$ cat config.mk
export PLATFORM = sky130hd
export DESIGN_NAME = alu_muldiv
export DESIGN_NICKNAME = d
export VERILOG_FILES = /design/src/rtl/alu_muldiv.sv
export SDC_FILE = /design/constraint.sdc
export NUM_CORES = 1
export LEC_CHECK = 0
export CELL_PAD_IN_SITES_DETAIL_PLACEMENT = 1
export CELL_PAD_IN_SITES_GLOBAL_PLACEMENT = 1
export CORE_AREA = 2 2 159 278
export CTS_BUF_LIST = sky130_fd_sc_hd__clkbuf_8
export DETAILED_ROUTE_END_ITERATION = 8
export DIE_AREA = 0 0 161 280
export DONT_BUFFER_PORTS = 1
export PLACE_DENSITY_LB_ADDON = 0.2
export SLEW_MARGIN = 20
export SYNTH_ARGS = -nofsm -noshare
export SYNTH_HDL_FRONTEND = slang
export SYNTH_SLANG_ARGS = --single-unit
$ cat constraint.sdc
create_clock -name clk -period 6.45 [get_ports clk]
set_input_delay 0.645 -clock clk [delete_from_list [all_inputs] [get_ports clk]]
set_output_delay 0.645 -clock clk [all_outputs]
set_load 0.02 [all_outputs]
$ cat src/rtl/alu_muldiv.sv
// Iterative RV32M multiply/divide unit: shift-add multiplier and restoring divider
// sharing one 2*WIDTH accumulator, driven by a start/busy/done handshake with flush.
module alu_muldiv #(
   parameter int WIDTH = 32,
   parameter int CNT_W = 6
) (
   input  logic             clk,
   input  logic             rst,
   input  logic             start,
   input  logic [2:0]       op,
   input  logic [WIDTH-1:0] A,
   input  logic [WIDTH-1:0] B,
   input  logic             flush,
   output logic             busy,
   output logic             done,
   output logic [WIDTH-1:0] C
);

   typedef enum logic [1:0] {
      S_IDLE = 2'd0,
      S_CALC = 2'd1,
      S_FIN  = 2'd2
   } state_t;

   localparam logic [WIDTH-1:0] MIN_VAL  = {1'b1, {(WIDTH-1){1'b0}}};
   localparam logic [WIDTH-1:0] ONES     = {WIDTH{1'b1}};
   localparam logic [CNT_W-1:0] LAST_CNT = CNT_W'(WIDTH-1);

   state_t             state_q, state_d;
   logic [CNT_W-1:0]   cnt_q, cnt_d;
   logic [2:0]         op_q, op_d;
   logic               neg_q, neg_d;
   logic [WIDTH-1:0]   a_q, a_d;
   logic [WIDTH-1:0]   b_q, b_d;
   logic [2*WIDTH-1:0] acc_q, acc_d;
   logic [WIDTH-1:0]   res_q, res_d;
   logic [WIDTH-1:0]   c_q, c_d;

   // Operand decode at the accept edge
   logic               sgn_a, sgn_b, a_neg, b_neg, neg_in;
   logic [WIDTH-1:0]   a_abs, b_abs, sp_res;
   logic               div_zero, ovf, special;

   always_comb begin
      sgn_a    = (op == 3'b001) || (op == 3'b010) || (op == 3'b100) || (op == 3'b110);
      sgn_b    = (op == 3'b001) || (op == 3'b100) || (op == 3'b110);
      a_neg    = sgn_a && A[WIDTH-1];
      b_neg    = sgn_b && B[WIDTH-1];
      a_abs    = a_neg ? -A : A;
      b_abs    = b_neg ? -B : B;
      // Remainder takes the dividend's sign only; everything else uses sign(A)^sign(B)
      neg_in   = a_neg ^ (b_neg && !(op[2] && op[1]));
      div_zero = op[2] && (B == '0);
      ovf      = op[2] && !op[0] && (A == MIN_VAL) && (B == ONES);
      special  = div_zero || ovf;
      if (op[1])
         sp_res = div_zero ? A : '0;
      else
         sp_res = div_zero ? ONES : MIN_VAL;
   end

   // One iteration of each datapath
   logic [WIDTH:0]     mul_sum;
   logic [2*WIDTH-1:0] mul_acc;
   logic [2*WIDTH-1:0] mul_prod;
   logic [WIDTH-1:0]   mul_res;
   logic [WIDTH:0]     trial;
   logic               ge;
   logic [WIDTH-1:0]   diff;
   logic [WIDTH-1:0]   div_rem, div_quo;
   logic [WIDTH-1:0]   div_q_fin, div_r_fin;
   logic [WIDTH-1:0]   calc_res;

   always_comb begin
      mul_sum  = {1'b0, acc_q[2*WIDTH-1:WIDTH]} + (b_q[0] ? {1'b0, a_q} : '0);
      mul_acc  = {mul_sum, acc_q[WIDTH-1:1]};
      mul_prod = neg_q ? -mul_acc : mul_acc;
      mul_res  = (op_q[1:0] == 2'b00) ? mul_prod[WIDTH-1:0] : mul_prod[2*WIDTH-1:WIDTH];

      // Partial remainder lives in the accumulator's high half, quotient shifts into a_q
      trial    = {acc_q[2*WIDTH-1:WIDTH], a_q[WIDTH-1]};
      ge       = (trial >= {1'b0, b_q});
      diff     = trial[WIDTH-1:0] - b_q;
      div_rem  = ge ? diff : trial[WIDTH-1:0];
      div_quo  = {a_q[WIDTH-2:0], ge};
      div_q_fin = neg_q ? -div_quo : div_quo;
      div_r_fin = neg_q ? -div_rem : div_rem;

      if (op_q[2])
         calc_res = op_q[1] ? div_r_fin : div_q_fin;
      else
         calc_res = mul_res;
   end

   always_comb begin
      state_d = state_q;
      cnt_d   = cnt_q;
      op_d    = op_q;
      neg_d   = neg_q;
      a_d     = a_q;
      b_d     = b_q;
      acc_d   = acc_q;
      res_d   = res_q;
      c_d     = c_q;

      case (state_q)
         S_IDLE: begin
            if (start && !flush) begin
               op_d  = op;
               a_d   = a_abs;
               b_d   = b_abs;
               neg_d = neg_in;
               acc_d = '0;
               cnt_d = '0;
               if (special) begin
                  res_d   = sp_res;
                  state_d = S_FIN;
               end else begin
                  state_d = S_CALC;
               end
            end
         end
         S_CALC: begin
            if (flush) begin
               state_d = S_IDLE;
            end else begin
               if (op_q[2]) begin
                  acc_d = {div_rem, acc_q[WIDTH-1:0]};
                  a_d   = div_quo;
               end else begin
                  acc_d = mul_acc;
                  b_d   = {1'b0, b_q[WIDTH-1:1]};
               end
               cnt_d = cnt_q + 1'b1;
               if (cnt_q == LAST_CNT) begin
                  res_d   = calc_res;
                  state_d = S_FIN;
               end
            end
         end
         S_FIN: begin
            state_d = S_IDLE;
            // A flushed result is never published
            if (!flush)
               c_d = res_q;
         end
         default: state_d = S_IDLE;
      endcase
   end

   always_ff @(posedge clk or posedge rst) begin
      if (rst) begin
         state_q <= S_IDLE;
         cnt_q   <= '0;
         op_q    <= '0;
         neg_q   <= 1'b0;
         a_q     <= '0;
         b_q     <= '0;
         acc_q   <= '0;
         res_q   <= '0;
         c_q     <= '0;
      end else begin
         state_q <= state_d;
         cnt_q   <= cnt_d;
         op_q    <= op_d;
         neg_q   <= neg_d;
         a_q     <= a_d;
         b_q     <= b_d;
         acc_q   <= acc_d;
         res_q   <= res_d;
         c_q     <= c_d;
      end
   end

   always_comb begin
      busy = (state_q != S_IDLE);
      done = (state_q == S_FIN) && !flush;
      C    = done ? res_q : c_q;
   end

endmodule

Word-level counts from Yosys, hierarchy flattened
Index checks and enable logic that the tools add are counted.
{ "word_totals": {"register_bits": 204, "latchBits": 0, "ramBits": 0, "mem_bits_ro": 0, "inputBits": 71, "output_inout_bits": 34, "mem_count": 0} }
{ "op_classes": {"n_addsub": 8, "mul": 0, "div": 0, "n_lt_le_gt_ge": 1, "eq_ne": 16, "n_shift": 0, "n_mux": 39, "bitwise": 2, "n_reduce_logical": 31} }
{ "ops": {"columns": ["cell", "count"], "rows": [
  ["$mux W32", 22],
  ["$mux W64", 4],
  ["$pmux W32 S2", 3],
  ["$neg A32 Y32", 4],
  ["$pmux W64 S2", 1],
  ["$eq A32 B32 Y1 const B", 2],
  ["$neg A64 Y64", 1],
  ["$add A32 B32 Y33", 1],
  ["$ge A33 B32 Y1", 1],
  ["$logic_not A32 Y1", 1],
  ["$sub A32 B32 Y32", 1],
  ["$mux W31", 1],
  ["$mux W6", 2],
  ["$ne A2 B2 Y1 const B", 6],
  ["$pmux W6 S2", 1],
  ["$logic_and A1 B1 Y1", 10],
  ["$mux W2", 4],
  ["$reduce_and A4 Y1", 2],
  ["$add A6 B1 Y6 const B", 1],
  ["$eq A3 B3 Y1 const B", 2],
  ["$eq A6 B5 Y1 const B", 1],
  ["$logic_or A1 B1 Y1", 6],
  ["$reduce_and A2 Y1", 3],
  ["$reduce_and A5 Y1", 1],
  ["other kinds (12)", 16]
]} }

Logic depth before layout (Yosys ltp)
{ "logic_depth": {"ltp_word": 9, "depth_mapped": 24, "mapped_depth_nobuf": 20} }

Least setup slack after synthesis
OpenSTA, ideal clock, no wires.
{ "synth_path": {"path_kind": "register -> register", "start": "register acc_q[38]", "end": "register res_q[22]", "t_arrival_ns": 5.641, "t_required_ns": 6.329, "setup_slack_ns": 0.688, "path_stages_with_launch": 23, "n_path_buf": 3, "synth_period_minus_slack_ns": 5.762, "cell_sequence": "dfrtp_1 > ha_1 > clkbuf_1 > nand4_1 > nor2_1 > a21boi_0 > nor4_1 > nand2b_1 > nand2_1 > clkbuf_1 > clkbuf_1 > nand2_1 > o21ai_0 > ha_1 > nand2_1 > a2111oi_0 > nand4_1 > a2111oi_0 > o22ai_1 > o41ai_1 > xnor2_1 > a21oi_1 > o22a_1"} }
{ "synth_between": {"elab_chain_cells": 9, "word_cells_on_any_way": 16, "classes_between": "5 x add/sub; 1 x order compare; 10 x mux"} }
{ "synth_rtl": {"columns": ["item", "line", "text"], "rows": [
  ["from (decl)", "35", "logic [2*WIDTH-1:0] acc_q, acc_d;"],
  ["from (signal assigned)", "159", "acc_q <= '0;"],
  ["from (signal assigned)", "169", "acc_q <= acc_d;"],
  ["$sub A32 B32 Y32 / $ge A33 B32 Y1 (equally long branches)", "83, 82", null],
  ["$mux W32", "84", "div_rem = ge ? diff : trial[WIDTH-1:0];"],
  ["$neg A32 Y32", "87", "div_r_fin = neg_q ? -div_rem : div_rem;"],
  ["$mux W32", "87", null],
  ["$mux W32", "90", "calc_res = op_q[1] ? div_r_fin : div_q_fin;"],
  ["$mux W32 *", "89", "if (op_q[2])"],
  ["$mux W32 *", "135", "if (cnt_q == LAST_CNT) begin"],
  ["$mux W32 *", "124", "if (flush) begin"],
  ["$pmux W32 S2 *", "106", "case (state_q)"],
  ["to (signal assigned)", "170", "res_q <= res_d;"],
  ["to (decl)", "36", "logic [WIDTH-1:0] res_q, res_d;"]
]} }
Every way passes the cells marked *; elsewhere a longest branch is shown, timed or not. The select of a mux whose other input is x is not followed.
A chain may end at the register's enable or synchronous reset.

Worst setup path after layout
{ "layout_path": {"start": "register acc_q[42]", "end": "register res_q[30]"} }
The elaborated chain is that of the path after synthesis.

==> impl_summary.md <==
Outcome
The run finished with clean final reports.

Setup path
The required arrival time at the worst endpoint is 6.88 ns. Along the worst path, the maximum fanout reaches 11. The launch point of the worst reg-to-reg path is acc_q[42]. The critical path data arrival time is about 6.4 ns. The worst setup path is of the flip-flop to flip-flop kind. The endpoint identified for the worst register-to-register timing path is res_q[30].

The cell depth of the worst flop-to-flop path is 21. The endpoint class of the critical path is a flip-flop. The launching element type of the critical path is a flip-flop. The worst setup slack for register-to-register paths is between 0.5 and 0.6 ns.

Pwr
The switching share of power is 0.578. The share of total power dissipated in sequential elements is 0.187. The worst-case IR drop observed on VDD is 0.301 mV. For this design the ratio of total power to cell area is 646 nW/um^2.

The internal portion of the total power is 5560 uW. Summing internal, switching and leakage power gives 13200 uW. The switching power total is 7620 uW. Of the total power, combinational logic draws 0.719. The clock power share is 0.094. The leakage component of the power is 0.00852 uW.

Synthesis
By area the synthesized netlist is led by dfrtp_1, o21ai_0, nand2_1. The netlist area before placement is 19000 sq um. The yosys synthesis warning count is 0. The total nets after synthesis is approximately 2600. A synthesized cell averages 7.68 sq um. The share of synthesized area in the top cell type comes to 0.267. In the synthesized netlist the async set-or-reset flop fraction comes to 1.00. The number of flops mapped to enable cells by yosys is 0.

The post-synthesis register bit count is approximately 200. The cell count after synthesis is 2479. The sequential fraction of the synthesis area is 0.267. The netlist uses 86 different library cells.

The leading area contributor after synthesis is dfrtp_1. The most instantiated flip-flop cell in the synthesis netlist is dfrtp_1.

Die
For this configuration, the core starts out at a cell density of 0.443. In this run the vertical extent of the chip is between 200 and 300 um. Row generation in the floorplan step produced 101 rows. The die is 161 um wide. During I/O placement, the number of pins put on the boundary was 105.

The area inside the core boundary is 43000 sq um. The full die area is 45100 sq um.

Placed design
The cell area after placement is 19700 sq um. The final weighted congestion in routability-driven placement is 1.01. The detailed placer's ending HPWL is 72900 um. The count of port buffers added during placement is 0.

Clock tree
TritonCTS created 35 clock buffers. CTS placed an instance of clkbuf_8 at the clock tree root. Clock-pin slew was measured on the worst setup and hold paths at 0.07 ns. The H-tree was split into 2 levels.

The post-CTS setup buffer count is 0. The clock drives slightly above 200 sinks. The post-CTS resize count is 0.

The CTS tree is built. The longest clock path from root to sink contains 3 buffers. The count of hold buffers inserted by post-cts repair is 0. The insertion delay to the later sink of the worst-skew pair is 0.58 ns.

Global route
The number of global-route vias before repair came to 21000. For this run, the total global-route usage over all layers was measured as 0.401. The number of antenna violations at the first check in global routing was 1. In the global route stage, met3 resource usage came out at 0.0362. For this run, global-route usage on met2 was measured as 0.698. The busiest layer in global routing is met2. Entering global routing, the biggest net connects 122 pins.

For met1 alone, demand over resource in global routing was 0.424. The first-pass GRT wire length is approximately 130000 um. The residual overflow from global routing is 0.

STA
The number of hold-slack violations in the final timing report is 0. The clock period could shrink to about 5.9 ns. For the final routed database, the setup TNS stands at 0 ns.

For this run, the top clock speed supported by timing is 169 MHz. The count of final setup violators is 0. For the pin with the worst max-slew slack, the measured transition is 1.13 ns. The worst setup skew after layout is 0.0373 ns.

The max-slew violation count is 0. Setup repair after global routing left no endpoint under its margin. The worst-case headroom to the max-slew limit is 0.244. The post-route fraction of the period consumed by the critical path is 0.919.

Drt
For this block, the routed nets add up to 91200 um of wire. The residual antenna-violating net count after detailed routing is 0. Summing over every cut layer, the via total after detailed routing is 20000. The violation count after the first detailed-routing iteration is ~1600. After detailed routing, the average wire length per cell comes to between 30 and 40 um. Dividing the detail-routed via count by the number of cells gives 6.65. The number of iterations in the first detailed-routing pass is 7. In the routed design, unresolved DRC markers number 0.

Finish
Fill cells in the final layout number 5323. The final core utilization is 0.475. The area growth from synthesis to layout is 7.08%. The area of all placed cells without fillers is 20400 sq um. In the layout the commonest cells are o21ai_0, nand2_1, dfrtp_1. Of the cells placed in the final design, the portion with a size suffix greater than 1 is 0.0843. For this run, the post-layout net count is between 2000 and 3000. The library cell used most frequently in the layout, excluding fill and tap cells, is o21ai_0.

Min path
The min-delay analysis places its worst path in the category input pin to asynchronous set/reset pin.

Job
Max-cap violations in this run came to 0.
final cells by class:
class	instances	area (sq um)	area share
multi-input combinational	2045	13200	0.645
sequential	203	5080	0.249
tap	566	708	0.0347
inverter	68	263	0.0129
antenna	1	2.50	0.000123
clock buffer	43	592	0.0290
clock inverter	20	118	0.00577
timing repair buffer	64	480	0.0236
worst max path at each step:
| stage | cells past startpoint | slack, ns | endpoint | start |
|---|---|---|---|---|
| after global placement | 21 | 0.62 | res_q[30] | acc_q[41] |
| after CTS | 14 | 0.66 | res_q[30] | a_q[0] |
| after floorplan | 1 | 0.27 | a_q[0] | rst |
| after detailed placement | 22 | 0.71 | res_q[26] | acc_q[42] |
| final | 21 | 0.52 | res_q[30] | acc_q[42] |
| after global routing | 22 | 0.12 | res_q[22] | acc_q[38] |
kinds of logic (layout without fill, tap and decap cells):
kind of cell,Yosys count,count (layout),share of synthesized area
AND/OR/NAND/NOR,861,861,0.224
AO/OA/AOI/OAI,844,844,0.283
other,0,1,0
buffers and inverters,231,195,0.0456
XOR/XNOR,189,189,0.0869
adder cells (fa/ha/maj),74,74,0.0494
flip-flops,203,203,0.267
multiplexers,77,77,0.0441
synthesized netlist by cell type, types with 10 or more instances:
cell type / number
ha_1: 72
nand4_1: 48
xor2_1: 102
or2_2: 13
nor2_1: 201
dfrtp_1: 203
o21a_1: 15
and2_1: 46
a21o_1: 27
or4_1: 18
a211oi_1: 28
o211ai_1: 31
inv_1: 66
or3_1: 37
o41ai_1: 18
nand2b_1: 21
o21ai_0: 266
and3_1: 18
and4_1: 10
clkbuf_1: 144
nand2_1: 258
o22ai_1: 10
nor2b_1: 14
a21oi_1: 193
nand3_1: 44
a221oi_1: 12
nor4_1: 33
buf_1: 17
o31ai_1: 42
mux2i_1: 31
mux2_2: 45
o21bai_1: 11
nor3_1: 56
xnor2_1: 87
a22o_1: 44
a31oi_1: 30
metal layers:
layer,vias up,part of all wire
met5,-,0
met3,314,0.041
li1,9004,-
met4,0,0.12
met1,9979,0.35
met2,713,0.49
worst max-delay path, cell delays in order, from the launching register on:
cell       delay (ns)
dfrtp_1          0.52
ha_1             0.54
and2_0           0.46
nand4_1          0.25
nor3_1           0.42
nand3_1          0.17
o211a_1          0.19
nand2_1          0.21
inv_1            0.15
mux2i_1          0.23
ha_1             0.25
nand2_1          0.06
a2111oi_0        0.37
buf_4            0.21
nor3b_1          0.18
a21oi_1          0.17
buf_4            0.19
o21ba_2          0.22
nor4b_1          0.49
buf_4            0.21
mux2i_1          0.19
a31oi_1          0.09
sequential cells by signal, indices dropped and copies added, names as in the netlist:
| name | count |
|---|---|
| res_q | 32 |
| b_q | 32 |
| op_q | 3 |
| c_q | 32 |
| cnt_q | 6 |
| a_q | 32 |
| state_q | 2 |
| acc_q | 63 |
| neg_q | 1 |
power groups by stage:
stage,clock network (uW),logic (uW),registers [uW]
finish,1240,9470,2460
global route,1310,10100,2500
CTS,1260,9240,2440
detailed placement,0,9170,2460
global placement,0,9050,2440
floorplan,0,6310,2050
per-stage QoR:
| step | worst slack, ns | hold slack [ns] | std cells |
|---|---|---|---|
| 5_1_grt | 0.118 | 0.189 | 3010 |
| 3_5_place_dp | 0.709 | 0.479 | 2946 |
| 3_3_place_gp | 0.616 | 0.462 | 2946 |
| 4_1_cts | 0.656 | 0.155 | 3009 |
| 2_1_floorplan | 0.266 | 0.444 | 2479 |
| 6_report | 0.522 | 0.0949 | 3010 |
Note: power is estimated with default switching activity, not from simulation.
